[config.mk]
export PLATFORM = sky130hd
export DESIGN_NAME = clk_div_ctrl
export DESIGN_NICKNAME = d
export VERILOG_FILES = /design/src/rtl/clk_div_ctrl.sv
export SDC_FILE = /design/constraint.sdc
export NUM_CORES = 1
export LEC_CHECK = 0
export CAP_MARGIN = 15
export CELL_PAD_IN_SITES_DETAIL_PLACEMENT = 1
export CELL_PAD_IN_SITES_GLOBAL_PLACEMENT = 1
export CORE_ASPECT_RATIO = 1.4
export CORE_MARGIN = 2
export CORE_UTILIZATION = 27
export DETAILED_ROUTE_END_ITERATION = 16
export GPL_ROUTABILITY_DRIVEN = 0
export GPL_TIMING_DRIVEN = 0
export PLACE_DENSITY = 0.5
export SYNTH_ARGS = -nofsm -noshare
export SYNTH_HDL_FRONTEND = slang
export SYNTH_SLANG_ARGS = --single-unit
[constraint.sdc]
create_clock -name old_clock -period 2.7 [get_ports old_clock]
set_input_delay 0.81 -clock old_clock [delete_from_list [all_inputs] [get_ports old_clock]]
set_output_delay 0.81 -clock old_clock [all_outputs]
set_load 0.05 [all_outputs]
[src/rtl/clk_div_ctrl.sv]
// Programmable clock divider with a start/stop sequencer that only changes the
// divided clock on period boundaries, and a valid/ready port for new divisors.
module clk_div_ctrl #(
  parameter int WIDTH       = 32,
  parameter int DEFAULT_DIV = 4
) (
  input  logic             old_clock,
  input  logic             reset,
  input  logic             enable,
  input  logic             cfg_valid,
  input  logic [WIDTH-1:0] cfg_div,
  output logic             cfg_ready,
  output logic             cfg_err,
  output logic             new_clock,
  output logic             tick,
  output logic             running
);

  typedef enum logic [1:0] {
    IDLE     = 2'd0,
    RUN      = 2'd1,
    STOPPING = 2'd2
  } state_e;

  state_e           state_q, state_d;
  logic [WIDTH-1:0] counter_q, counter_d;
  logic [WIDTH-1:0] div_q, div_d;
  logic [WIDTH-1:0] pend_div_q, pend_div_d;
  logic             pend_q, pend_d;
  logic             new_clock_q, new_clock_d;
  logic             tick_q, tick_d;
  logic             cfg_err_q, cfg_err_d;

  logic active;
  logic wrap;
  logic accept;
  logic bad_div;

  assign active  = (state_q != IDLE);
  assign wrap    = active && (counter_q == div_q - WIDTH'(1));
  assign accept  = cfg_valid && !pend_q;
  assign bad_div = (cfg_div < WIDTH'(2));

  // NOTE: every _d gets its hold value first so no path through this block
  // leaves a signal unassigned, which would otherwise infer a latch.
  always_comb begin
    state_d     = state_q;
    counter_d   = counter_q;
    div_d       = div_q;
    pend_div_d  = pend_div_q;
    pend_d      = pend_q;
    cfg_err_d   = 1'b0;
    new_clock_d = active && (counter_q < (div_q >> 1));
    tick_d      = active && (counter_q == '0);

    unique case (state_q)
      IDLE: begin
        counter_d = '0;
        if (enable) state_d = RUN;
      end
      RUN: begin
        counter_d = wrap ? '0 : counter_q + WIDTH'(1);
        if (!enable) state_d = STOPPING;
      end
      STOPPING: begin
        counter_d = wrap ? '0 : counter_q + WIDTH'(1);
        // Re-enable wins over the stop so the waveform continues seamlessly.
        if (enable)    state_d = RUN;
        else if (wrap) state_d = IDLE;
      end
      default: begin
        state_d   = IDLE;
        counter_d = '0;
      end
    endcase

    if (wrap && pend_q) begin
      div_d  = pend_div_q;
      pend_d = 1'b0;
    end

    // Acceptance requires pend_q=0, so it never collides with an apply above.
    if (accept) begin
      if (bad_div) begin
        cfg_err_d = 1'b1;
      end else if (!active) begin
        div_d = cfg_div;
      end else begin
        pend_div_d = cfg_div;
        pend_d     = 1'b1;
      end
    end
  end

  // NOTE: sequential state uses non-blocking assignments so every register
  // samples pre-edge values, independent of statement order.
  always_ff @(posedge old_clock or negedge reset) begin
    if (!reset) begin
      state_q     <= IDLE;
      counter_q   <= '0;
      div_q       <= WIDTH'(DEFAULT_DIV);
      pend_div_q  <= '0;
      pend_q      <= 1'b0;
      new_clock_q <= 1'b0;
      tick_q      <= 1'b0;
      cfg_err_q   <= 1'b0;
    end else begin
      state_q     <= state_d;
      counter_q   <= counter_d;
      div_q       <= div_d;
      pend_div_q  <= pend_div_d;
      pend_q      <= pend_d;
      new_clock_q <= new_clock_d;
      tick_q      <= tick_d;
      cfg_err_q   <= cfg_err_d;
    end
  end

  assign cfg_ready = !pend_q;
  assign cfg_err   = cfg_err_q;
  assign new_clock = new_clock_q;
  assign tick      = tick_q;
  assign running   = active;

endmodule

---- Word level (Yosys, flattened, before mapping) ----
Index checks and enable logic that the tools add are counted.
cells by class
  divide/modulo/power cells ............... 0
  multiplexer cells ....................... 17
  $lt $le $gt $ge ......................... 2
  shift-type cells ........................ 0
  equal/unequal tests ..................... 6
  reductions and logical operators ........ 12
  $add $sub $neg .......................... 2
  $mul .................................... 0
  bitwise logic cells ..................... 1
operators with widths
  kind                                                                   number
  32-bit two-way mux                                                     6
  32-bit by 1-bit adder with 32-bit output, second input constant        1
  32-bit equality test                                                   1
  32-bit logical NOT                                                     1
  32-bit by 2-bit < comparator with 1-bit output, second input constant  1
  32-bit by 31-bit < comparator with 1-bit output                        1
  32-bit by 1-bit subtractor with 32-bit output, second input constant   1
  2-bit two-way mux                                                      4
  1-bit two-way mux                                                      6
  2-bit case mux with 3 select lines                                     1
  3-bit AND reduction                                                    2
  1-bit logical AND                                                      5
  2-bit inequality test, second input constant                           2
  3-bit inequality test, second input constant                           1
  2-bit by 1-bit equality test with 1-bit output, second input constant  1
  2-bit equality test, second input constant                             1
  2-bit logical NOT                                                      1
  2-bit nonzero test                                                     1
  2-bit OR reduction                                                     1
  1-bit logical NOT                                                      1
  1-bit inverter                                                         1
storage, ports and cells
  memories kept ........................... 0
  memory bits (read-only) ................. 0
  output and inout bits ................... 5
  input port bits ......................... 36
  bits in writable memories ............... 0
  word-level logic and storage cells ...... 48
  latch bits .............................. 0
  flip-flop bits (word level) ............. 102

---- Longest topological paths before layout ----
  depth after elaboration ................. 8
  mapped depth ............................ 12

---- Worst setup path after synthesis ----
Ideal clock, no wire load.
  path type ............................... reg-to-reg
  start ................................... reg div_q[9]
  end ..................................... reg div_q[2]
  arrival time ............................ 2.697 ns
  path slack .............................. -0.095 ns
  clock period less this slack ............ 2.795 ns
  buffers on the path ..................... 3
  cell stages (with the launch flop) ...... 12
  path through ............................ dfrtp_1 -> buf_2 -> or4_4 -> nor4_4 -> and3_1 -> mux2i_1 -> a31oi_1 -> and4_1 -> buf_2 -> and2_4 -> buf_6 -> o311ai_1
on the way
  longest elaborated chain between the ends .. 8
RTL lines
  element                                            line  text
  from (decl)                                        27    logic [WIDTH-1:0] div_q, div_d;
  from (signal assigned)                             101   div_q <= WIDTH'(DEFAULT_DIV);
  from (signal assigned)                             110   div_q <= div_d;
  32-bit by 1-bit subtractor with 32-bit output (*)  40    assign wrap = active && (counter_q == div_q - WIDTH'(1));
  32-bit equality test (*)                           40
  1-bit logical AND (*)                              40
  1-bit logical AND (*)                              77    if (wrap && pend_q) begin
  32-bit two-way mux (*)                             77
  32-bit two-way mux                                 86    end else if (!active) begin
  32-bit two-way mux                                 84    if (bad_div) begin
  32-bit two-way mux (*)                             83    if (accept) begin
  net div_d[2]                                       27
The timed path passes the listed nets; every way through them passes the cells marked *.
A chain may end at the register's enable or synchronous reset.

---- Worst setup path in the final report ----
  start ................................... reg div_q[11]
  end ..................................... reg counter_q[23]
on the way
  longest elaborated chain between the ends .. 5
RTL lines
  element                                        line    text
  32-bit by 1-bit subtractor with 32-bit output  40
  32-bit equality test                           40
  1-bit logical AND                              40
  32-bit two-way mux                             62, 66
  32-bit two-way mux                             -
  net counter_d[23]                              26      logic [WIDTH-1:0] counter_q, counter_d;
  to (signal assigned)                           109     counter_q <= counter_d;
  to (decl)                                      26
The timed path passes the listed nets, and every way through them passes these cells.

==> results.yml <==
timing:
  fmax_mhz: 335.7
  worst_slew_margin_rel: 0.5426
  maxSlewViolCount: 0
  finalSetupViolCount: 66
  skew_ns: 0.01151
  hold_violations: 0
  worst_hold_slack_ns: 0.4565
  tightest_slew_ns: 0.6861
  rsz0062_at_grt: "yes"
  period_minus_slack_ns: 2.979
  fin_crit_sh: 1.103
  fin_ws_ns: -0.2791
worst_setup_path:
  crit_path_start_kind: "flop"
  required_ns: 2.95
  endpoint_kind: "flop"
  worst-setup-path-type: "reg2reg"
  crit_arrival_ns: 3.23
  worstPathMaxFanout: 5
  r2r_slack_ns: -0.28
  reg2reg_to: "counter_q[23]"
  reg2reg_from: "div_q[11]"
  reg2reg_depth: 12
layout:
  diodes: 0
  final_layout_size_suffix_gt1_frac: 0.2950
  final_cells: 1149
  nets: 903
  areaGrowthSynthToFinish_pct: 38.78
  final_area_sq_um: 9251
  utilization: 0.3776
logic_synthesis:
  synth-async-reset-ratio: 1.000
  syn_nets: 802
  ys_types: 56
  syn_area_per_cell_sq_um: 9.157
  yosysSeqAreaShare: 0.3831
  synth_flop_cell: "dfrtp_1"
  synthCells: 728
  synth-edff-count: 0
  syn_area_sq_um: 6666
  yosysWarnings: 0
  ys_ff_latch: 102
clock_network:
  cts-root-buf: "clkbuf_16"
  cts_tree: "done"
  clk_latency_ns: 0.38
  cts.path.max_buffers: 2
  htree_levels: 3
  cts_buffers: 9
  clkSinkCount: 102
  clkSlewWorstSetupHoldPaths_ns: 0.08
global_routing:
  grt_pass1_vias: 6663
  grt_antenna_before_repair: 0
  grt_max_degree: 56
  gr-total-overflow: 0
  grt_pass1_wl_mm: 38.45
  track_usage: 0.1978
drt:
  met1Wirelength_mm: 9.923
  wl_met2_mm: 13.76
  post_drt_wl_per_cell_um: 22.09
  ant_nets: 0
  vias: 6077
  drt_pass1_iterations: 4
  first_iter_violations: 153
  wl_met3_um: 515
  viasPerCell: 5.289
  drc_errors: 0
  highest_layer: "met4"
  wirelength_mm: 25.38
floorplanning:
  die_h_um: 189.9
  die_area_sq_um: 25980
  initial_core_util: 0.2721
  dieWidth_um: 136.8
  core_sq_um: 24500
  ios: 41
  rows: 68
status:
  status: "complete, but fails checks"
  failed_checks: "setup timing"
place:
  postPlaceCellArea_sq_um: 7492
  dp.cells: 1084
  place_ws_ns: -1.346
  port_buffers: 40
  dpl.hpwl_mm: 18.37
pwr:
  ir_worst_vdd_mv: 0.3058
  powerDensity_nw_per_um2: 477.1
  leakage_nw: 4.052
run:
  cap_viol_max_count: 0
worst_hold_path:
  hold_class: "in2async"
[repair_timing]
action | in CTS | in global routing
setup endpoints to repair | 100 | 100
gates cloned | 2 | 5
endpoints found under the hold margin | 0 | 0
hold buffers | 0 | 0
resized for setup | 106 | 144
pin swaps | 25 | 49
buffers inserted | 29 | 21
[cell type report]
class | count | area [sq um]
repair buffers | 98 | 1032
flip-flops and latches | 102 | 2572
fillers | 2758 | 15250
plain buffers | 33 | 261.5
multi-input cells | 540 | 4516
clock inverters | 5 | 63.81
well taps | 315 | 394.1
inverters | 45 | 168.9
clock buffers | 11 | 242.7
[sequential cells by signal, summed over array words and instances (netlist names)]
register and flops:
state_q 2, pend_div_q 32, div_q 32, pend_q 1, tick 1, counter_q 32, new_clock 1, cfg_err 1
[critical path, cell delays in order, from the launching register on]
cell,delay (ns)
dfrtp_2,0.44
buf_6,0.13
nor4_4,0.35
nand4_1,0.28
nor3_2,0.35
nand4b_1,0.17
a31oi_2,0.26
nand4_1,0.12
buf_6,0.16
o21ai_4,0.24
buf_6,0.17
buf_12,0.14
nor2_4,0.03
[stage by stage]
| step | setup TNS [ns] | power (mW) |
|---|---|---|
| floorplan | 0 | 2.067 |
| global placement | -422.90 | 2.377 |
| detailed placement | -91.44 | 2.407 |
| CTS | -13.22 | 3.999 |
| global route | -23.24 | 4.602 |
| finish | -15.02 | 4.414 |
[worst max path at each step]
stage | from | to | slack [ns] | cells after the start
floorplan | div_q[9] | div_q[2] | 0.008 | 11
global placement | reset | counter_q[26] | -3.35 | 1
detailed placement | cfg_div[26] | pend_div_q[26] | -1.35 | 8
CTS | div_q[12] | div_q[2] | -0.28 | 11
global route | div_q[11] | counter_q[5] | -0.42 | 12
finish | div_q[11] | counter_q[23] | -0.28 | 12
[cells in the mapped netlist (all sizes together), types with 6 or more instances]
master	count	area, sq um
mux2	32	360.4
inv	45	168.9
and3	11	68.82
xnor2	36	315.3
a21oi	12	60.06
xor2	31	271.5
dfrtp	101	2527
clkbuf	27	101.4
nand2b	6	37.54
a31oi	6	37.54
nand2	55	206.5
nor2	61	229.0
nor3	26	130.1
nand3	55	275.3
nor4	27	205.2
a21o	12	90.09
buf	14	86.33
nor2b	7	43.79
ha	38	475.5
o311ai	32	280.3
nand4	25	156.4
o21ai	16	83.83
[cells by family after synthesis]
logic type               Yosys count  share of synthesized area
multiplexers                      33                    0.05556
adder cells (fa/ha/maj)           38                    0.07132
flip-flops                       102                     0.3831
AND/OR/NAND/NOR                  300                     0.2355
XOR/XNOR                          67                    0.08803
buffers and inverters             86                    0.05349
AO/OA/AOI/OAI                    102                     0.1130
[per-layer routing]
layer | vias up | global-route usage
met5 | - | 0
li1 | 2841 | -
met4 | 0 | 0.1086
met3 | 50 | 0.02611
met2 | 83 | 0.3585
met1 | 3103 | 0.2201
[cell usage in the layout, fill, tap and decap left out, types with 19 or more instances in the layout]
cell type,n
nor2_4,19
xor2_1,31
buf_4,36
nand4_1,25
nand3_1,52
nor2_1,34
nand2_1,54
mux2_2,32
xnor2_1,36
dfrtp_1,86
nor3_1,20
ha_1,36
inv_1,43
[power breakdown]
| part | switching (mW) | internal [mW] |
|---|---|---|
| registers | 0.0502 | 1.57 |
| logic | 0.766 | 0.598 |
| clock network | 0.672 | 0.755 |
Note: power is estimated with default switching activity, not from simulation.
